File: src/rtl/approx_prod_accumulator.sv
// approx_prod_accumulator
//   Sums a group of unsigned products from the approximate multiplier into a
//   wide accumulator. It emits one result per group on an output stream.
//   A group closes on in_last, or when MAX_LEN beats have been accepted.
//
// Handshake rule, used on both streams:
//   A transfer happens at a rising clk edge where valid & ready are both 1.
//   While valid is 1 and ready is 0, the producer holds its payload stable.
//   The result stream is registered. out_data, out_len and out_sat stay stable
//   while out_valid & !out_ready. in_ready depends only on the FSM state and
//   never on in_valid.
//
// Optional feature, compile-time macro APPROX_ACC_SAT_EN:
//   defined   -> each addition clamps to 2^ACC_W-1 on carry-out, and a sticky
//                per-group flag is reported on out_sat
//   undefined -> silent modulo-2^ACC_W wrap; out_sat is tied to 0
//
// Ports:
//   clk        in   rising-edge clock
//   rst        in   asynchronous active-high reset
//   in_valid   in   product beat valid
//   in_ready   out  block can accept a beat (state == ACCUM)
//   in_prod    in   [PROD_W] unsigned product
//   in_last    in   beat closes the group
//   out_valid  out  group result valid
//   out_ready  in   downstream accepts the result
//   out_data   out  [ACC_W] group sum
//   out_len    out  [CNT_W] beats in the group (1..MAX_LEN)
//   out_sat    out  group saturated (APPROX_ACC_SAT_EN only)
//   dbg_state  out  FSM state (0 = ACCUM, 1 = HOLD)
module approx_prod_accumulator #(
  parameter int PROD_W  = 16,
  parameter int ACC_W   = 24,
  parameter int MAX_LEN = 16,
  parameter int CNT_W   = $clog2(MAX_LEN + 1)
) (
  input  logic              clk,
  input  logic              rst,
  input  logic              in_valid,
  output logic              in_ready,
  input  logic [PROD_W-1:0] in_prod,
  input  logic              in_last,
  output logic              out_valid,
  input  logic              out_ready,
  output logic [ACC_W-1:0]  out_data,
  output logic [CNT_W-1:0]  out_len,
  output logic              out_sat,
  output logic              dbg_state
);

  typedef enum logic {
    ST_ACCUM = 1'b0,
    ST_HOLD  = 1'b1
  } state_t;

  localparam logic [CNT_W-1:0] MAX_CNT = CNT_W'(MAX_LEN);

  state_t             r_state;
  logic [ACC_W-1:0]   r_acc;
  logic [CNT_W-1:0]   r_cnt;
  logic               r_out_valid;
  logic [ACC_W-1:0]   r_out_data;
  logic [CNT_W-1:0]   r_out_len;

  logic               w_accept;
  logic               w_close;
  logic [CNT_W-1:0]   w_cnt_inc;
  logic [ACC_W-1:0]   w_sum;

  assign in_ready  = (r_state == ST_ACCUM);
  assign w_accept  = in_valid & in_ready;
  assign w_cnt_inc = r_cnt + 1'b1;
  // A beat that fills the group to MAX_LEN closes it, even without in_last.
  assign w_close   = in_last | (w_cnt_inc == MAX_CNT);

`ifdef APPROX_ACC_SAT_EN
  logic [ACC_W:0] w_sum_wide;
  logic           w_sat_now;
  logic           r_sat;
  logic           r_out_sat;

  // One extra bit catches the carry. On a carry the sum pins to all-ones.
  // Once pinned, any later non-zero beat carries again, so the value stays
  // clamped for the rest of the group.
  assign w_sum_wide = {1'b0, r_acc} + (ACC_W+1)'(in_prod);
  assign w_sum      = w_sum_wide[ACC_W] ? {ACC_W{1'b1}} : w_sum_wide[ACC_W-1:0];
  assign w_sat_now  = r_sat | w_sum_wide[ACC_W];

  always_ff @(posedge clk or posedge rst) begin
    if (rst) begin
      r_sat     <= 1'b0;
      r_out_sat <= 1'b0;
    end else if (w_accept) begin
      if (w_close) begin
        r_out_sat <= w_sat_now;
        r_sat     <= 1'b0;
      end else begin
        r_sat     <= w_sat_now;
      end
    end
  end

  assign out_sat = r_out_sat;
`else
  assign w_sum   = r_acc + ACC_W'(in_prod);
  assign out_sat = 1'b0;
`endif

  always_ff @(posedge clk or posedge rst) begin
    if (rst) begin
      r_state     <= ST_ACCUM;
      r_acc       <= '0;
      r_cnt       <= '0;
      r_out_valid <= 1'b0;
      r_out_data  <= '0;
      r_out_len   <= '0;
    end else begin
      case (r_state)
        ST_ACCUM: begin
          if (w_accept) begin
            if (w_close) begin
              r_out_data  <= w_sum;
              r_out_len   <= w_cnt_inc;
              r_out_valid <= 1'b1;
              r_acc       <= '0;
              r_cnt       <= '0;
              r_state     <= ST_HOLD;
            end else begin
              r_acc <= w_sum;
              r_cnt <= w_cnt_inc;
            end
          end
        end
        ST_HOLD: begin
          // The result payload is left untouched here, so it stays stable
          // under backpressure.
          if (out_ready) begin
            r_out_valid <= 1'b0;
            r_state     <= ST_ACCUM;
          end
        end
        default: r_state <= ST_ACCUM;
      endcase
    end
  end

  assign out_valid = r_out_valid;
  assign out_data  = r_out_data;
  assign out_len   = r_out_len;
  assign dbg_state = r_state;

endmodule

File: config.mk
export PLATFORM = sky130hd
export DESIGN_NAME = approx_prod_accumulator
export DESIGN_NICKNAME = d
export VERILOG_FILES = /design/src/rtl/approx_prod_accumulator.sv
export SDC_FILE = /design/constraint.sdc
export NUM_CORES = 1
export LEC_CHECK = 0
export CAP_MARGIN = 20
export CORE_MARGIN = 2
export CORE_UTILIZATION = 35
export DETAILED_ROUTE_END_ITERATION = 10
export GPL_ROUTABILITY_DRIVEN = 0
export GPL_TIMING_DRIVEN = 1
export HOLD_SLACK_MARGIN = 0.02
export PLACE_DENSITY = 0.65
export SLEW_MARGIN = 20
export SYNTH_ARGS = -nofsm -noshare
export SYNTH_HDL_FRONTEND = slang
export SYNTH_SLANG_ARGS = --single-unit
File: constraint.sdc
create_clock -name clk -period 3.1 [get_ports clk]
set_clock_uncertainty 0.2 [all_clocks]
set_input_delay 0.62 -clock clk [delete_from_list [all_inputs] [get_ports clk]]
set_output_delay 0.62 -clock clk [all_outputs]
set_load 0.01 [all_outputs]
==> summary.md, run 1 <==
| Metric | Value |
|---|---|
| Run status | completed |
| Drt wl/cell | 14.93 um |
| Die width | 103.6 um |
| Reg2Reg Capture Point | out_data[8]$_DFFE_PP0P_ |
| First-pass GRT wire length | 14920 um |
| RSZ-0062 raised after global routing | no |
| CP Capture Type | register |
| Pwr/cell area | 800.9 nW/um^2 |
| Clk Latency, worst-skew pair | 330 ps |
| Largest net degree at the start of global routing | 61 |
| Post-cts repair resize count | 0 |
| HP Class | register to register |
| Mapped cell area | 3472 sq um |
| Fin nets | 499 |
| Most numerous cell in the Yosys netlist | nand2_1 |
| Vias in the first global route | 3002 |
| Core area | 9684 sq um |
| Final hold viol count | 0 |
| Synth Instances | 379 |
| Crit path launch type | input pin |
| Grt ovf | 0 |
| Yosys reg bits | 60 |
| Layout cells sized above 1 | 13.64% |
| Setup_tns | 0 ps |
| Max transition margin | 59.44% |
| R2R setup slack | 400 ps |
| Final Setup Violations | 0 |
| Pre-CTS setup slack | -245.1 ps |
| Drt first pass iters | 4 |
| Synth top area share | 43.24% |
| TritonCTS sink count | 60 |
| FF-to-FF path depth | 8 |
| Leak | 2.002 nW |
| Detail Route Antenna Nets | 0 |
| Placed wire-length estimate | 6348 um |
| Max Freq | 0.3287 GHz |
| Worst Hold Launch | out_valid$_DFFE_PP0P_ |
| I/O Buffers | 52 |
| Async set-reset flop share out of synthesis | 100.0% |
| Final slew viol count | 0 |
| CTS Buf Count | 9 |
| Std cell rows | 36 |
| MaxCap Viol Count | 0 |
| Hold Path End | out_valid$_DFFE_PP0P_ |
| Number of synthesized flops with an enable pin | 0 |
| YS warnings | 0 |
| WHS Path Cells | 2 |
| Netlist cell types | 57 |
| Initial antenna violation count | 0 |
| Vias | 3128 |
| CTS root buf | clkbuf_8 |
| Final WL | 8886 um |
| Clock tree buffer depth | 2 |
| Ys flop type | dfrtp_1 |
| Die Ht | 103.6 um |
| Setup CP Type | input pin to register |
| H-tree depth | 3 |
| Crit path time final | 3043 ps |
| Syn Area/Cell | 9.161 sq um |
| Post-synth top cells | nand2_1 (72), dfrtp_1 (60), o21ai_0 (33) |
| Worst slew pin tran | 608.4 ps |
| Area leader, netlist | dfrtp_1 |
| Die ar. | 10730 sq um |
| Worst vdd ir | 285.7 uV |
| Net count after synthesis | 419 |
| ANT cells | 0 |
| Clock-pin slew on the worst setup and hold paths | 60 ps |
| Vias per inst | 5.257 |
| TritonCTS clock tree | built |
| Initial Utilization | 35.85% |
| DR top layer | met4 |
| Top-level I/O count | 54 |
| Final Util | 46.59% |
| Largest cells by area after synthesis | dfrtp_1 (43%), nand2_1 (7.8%), ha_1 (6.5%) |
| Critical Path AT | 3050 ps |
| Design Area, Final | 4512 sq um |
| DR DRC count | 0 |
| Critical path required time | 3110 ps |
| Worst setup margin | 57.33 ps |
| Met3 wire len | 406 um |
| Sequential area share after synthesis | 43.24% |
| M1 WL | 4370 um |
| Drt initial violations | 180 |
| Fin crit share | 98.15% |
| Post-CTS Repair Setup Buffers | 0 |
| Post-cts hold buffer count | 0 |
| Area after DPL | 4354 sq um |
| Max FO, Critical Path | 2 |
| Met2 wire length | 4010 um |
| GRT Overall Usage | 17.17% |
| Area growth syn-to-layout | 29.95% |
| Crit Reg-Reg Startpoint | r_acc[0]$_DFFE_PP0P_ |
[kinds of logic after synthesis]
group	share of synthesized area, %
DFF	43.24
AOI/OAI and AO/OA	22.92
buffers and inverters	2.883
and+or+nand+nor	18.85
muxes	0.6486
xor gates and xnor gates	4.288
other	0.1080
adders and majority gates	7.063
[registers in the layout, summed over array words and instances (netlist names)]
register,flops
out_len,5
r_acc,24
out_data,24
r_cnt,5
out_valid,1
dbg_state,1
[through the flow]
stage                     cells  hold slack (ps)  total power, mW
final                       595            276.4            3.613
after global routing        595            292.0            3.892
after CTS                   595            281.3            3.631
after detailed placement    581            265.3            3.013
after global placement      581            257.4            2.966
after floorplan             379            242.8            2.252
[worst max-delay path, stage by stage]
cell and delay (ps):
clkdlybuf4s50_1 400, ha_1 230, fa_1 390, a211oi_1 330
nor2_1 120, o21a_1 200, o41a_1 330, xor2_1 160
mux2_2 270
[cells in the final DEF, fill, tap and decap left out, types with 3 or more instances in the layout]
| master | instances |
|---|---|
| nor3_1 | 5 |
| o21a_1 | 6 |
| dfrtp_1 | 60 |
| a21oi_2 | 3 |
| a211oi_1 | 3 |
| buf_4 | 31 |
| or4_1 | 5 |
| nor2_1 | 20 |
| clkdlybuf4s50_1 | 52 |
| o31ai_1 | 9 |
| a31oi_1 | 5 |
| o21ai_0 | 33 |
| nor3b_1 | 4 |
| nand3_1 | 11 |
| ha_1 | 18 |
| o41ai_1 | 3 |
| inv_1 | 5 |
| clkbuf_8 | 10 |
| a21oi_1 | 17 |
| xor2_1 | 7 |
| nand2_1 | 72 |
| xnor2_1 | 10 |
| o211ai_1 | 4 |
| o311ai_0 | 3 |
| nand4_1 | 3 |
| a22o_1 | 3 |
| a21o_1 | 9 |
| and3_1 | 5 |
| o21ai_1 | 7 |
[report_power, final]
group | internal [mW] | switching (mW) | total, mW
logic | 0.883 | 0.933 | 1.82
clock network | 0.302 | 0.300 | 0.603
registers | 1.02 | 0.174 | 1.19
[routing by layer]
layer  track usage, %  up-vias
li1                 -     1534
met1            23.35     1522
met2            26.35       63
met3            5.349        9
met4            5.116        0
met5                0        -
[worst max path at each step]
stage	cells past startpoint	start	slack, ps	end
2_1_floorplan	8	in_prod[0]	270	out_data[8]$_DFFE_PP0P_
3_3_place_gp	9	in_prod[0]	-230	out_data[8]$_DFFE_PP0P_
3_5_place_dp	9	in_prod[0]	-250	out_data[8]$_DFFE_PP0P_
4_1_cts	9	in_prod[0]	80	out_data[8]$_DFFE_PP0P_
5_1_grt	10	in_prod[0]	8	r_acc[20]$_DFFE_PP0P_
6_report	9	in_prod[0]	60	out_data[8]$_DFFE_PP0P_
[final cells by class]
class	count	area [sq um]
timing repair buffer	85	793.3
sequential	60	1501
tap	133	166.4
inverter	6	22.52
clock inverter	2	12.51
fill	917	5172
clock buffer	12	145.1
multi-input combinational	297	1871
(Power assumes the default switching activity.)
==> run 2: changes to the inputs <==
GPL_ROUTABILITY_DRIVEN = 1   (was 0)
SLEW_MARGIN = 5   (was 20)
==> results of run 2 <==
The final DEF is identical to that of run 1; final timing and power are the same.
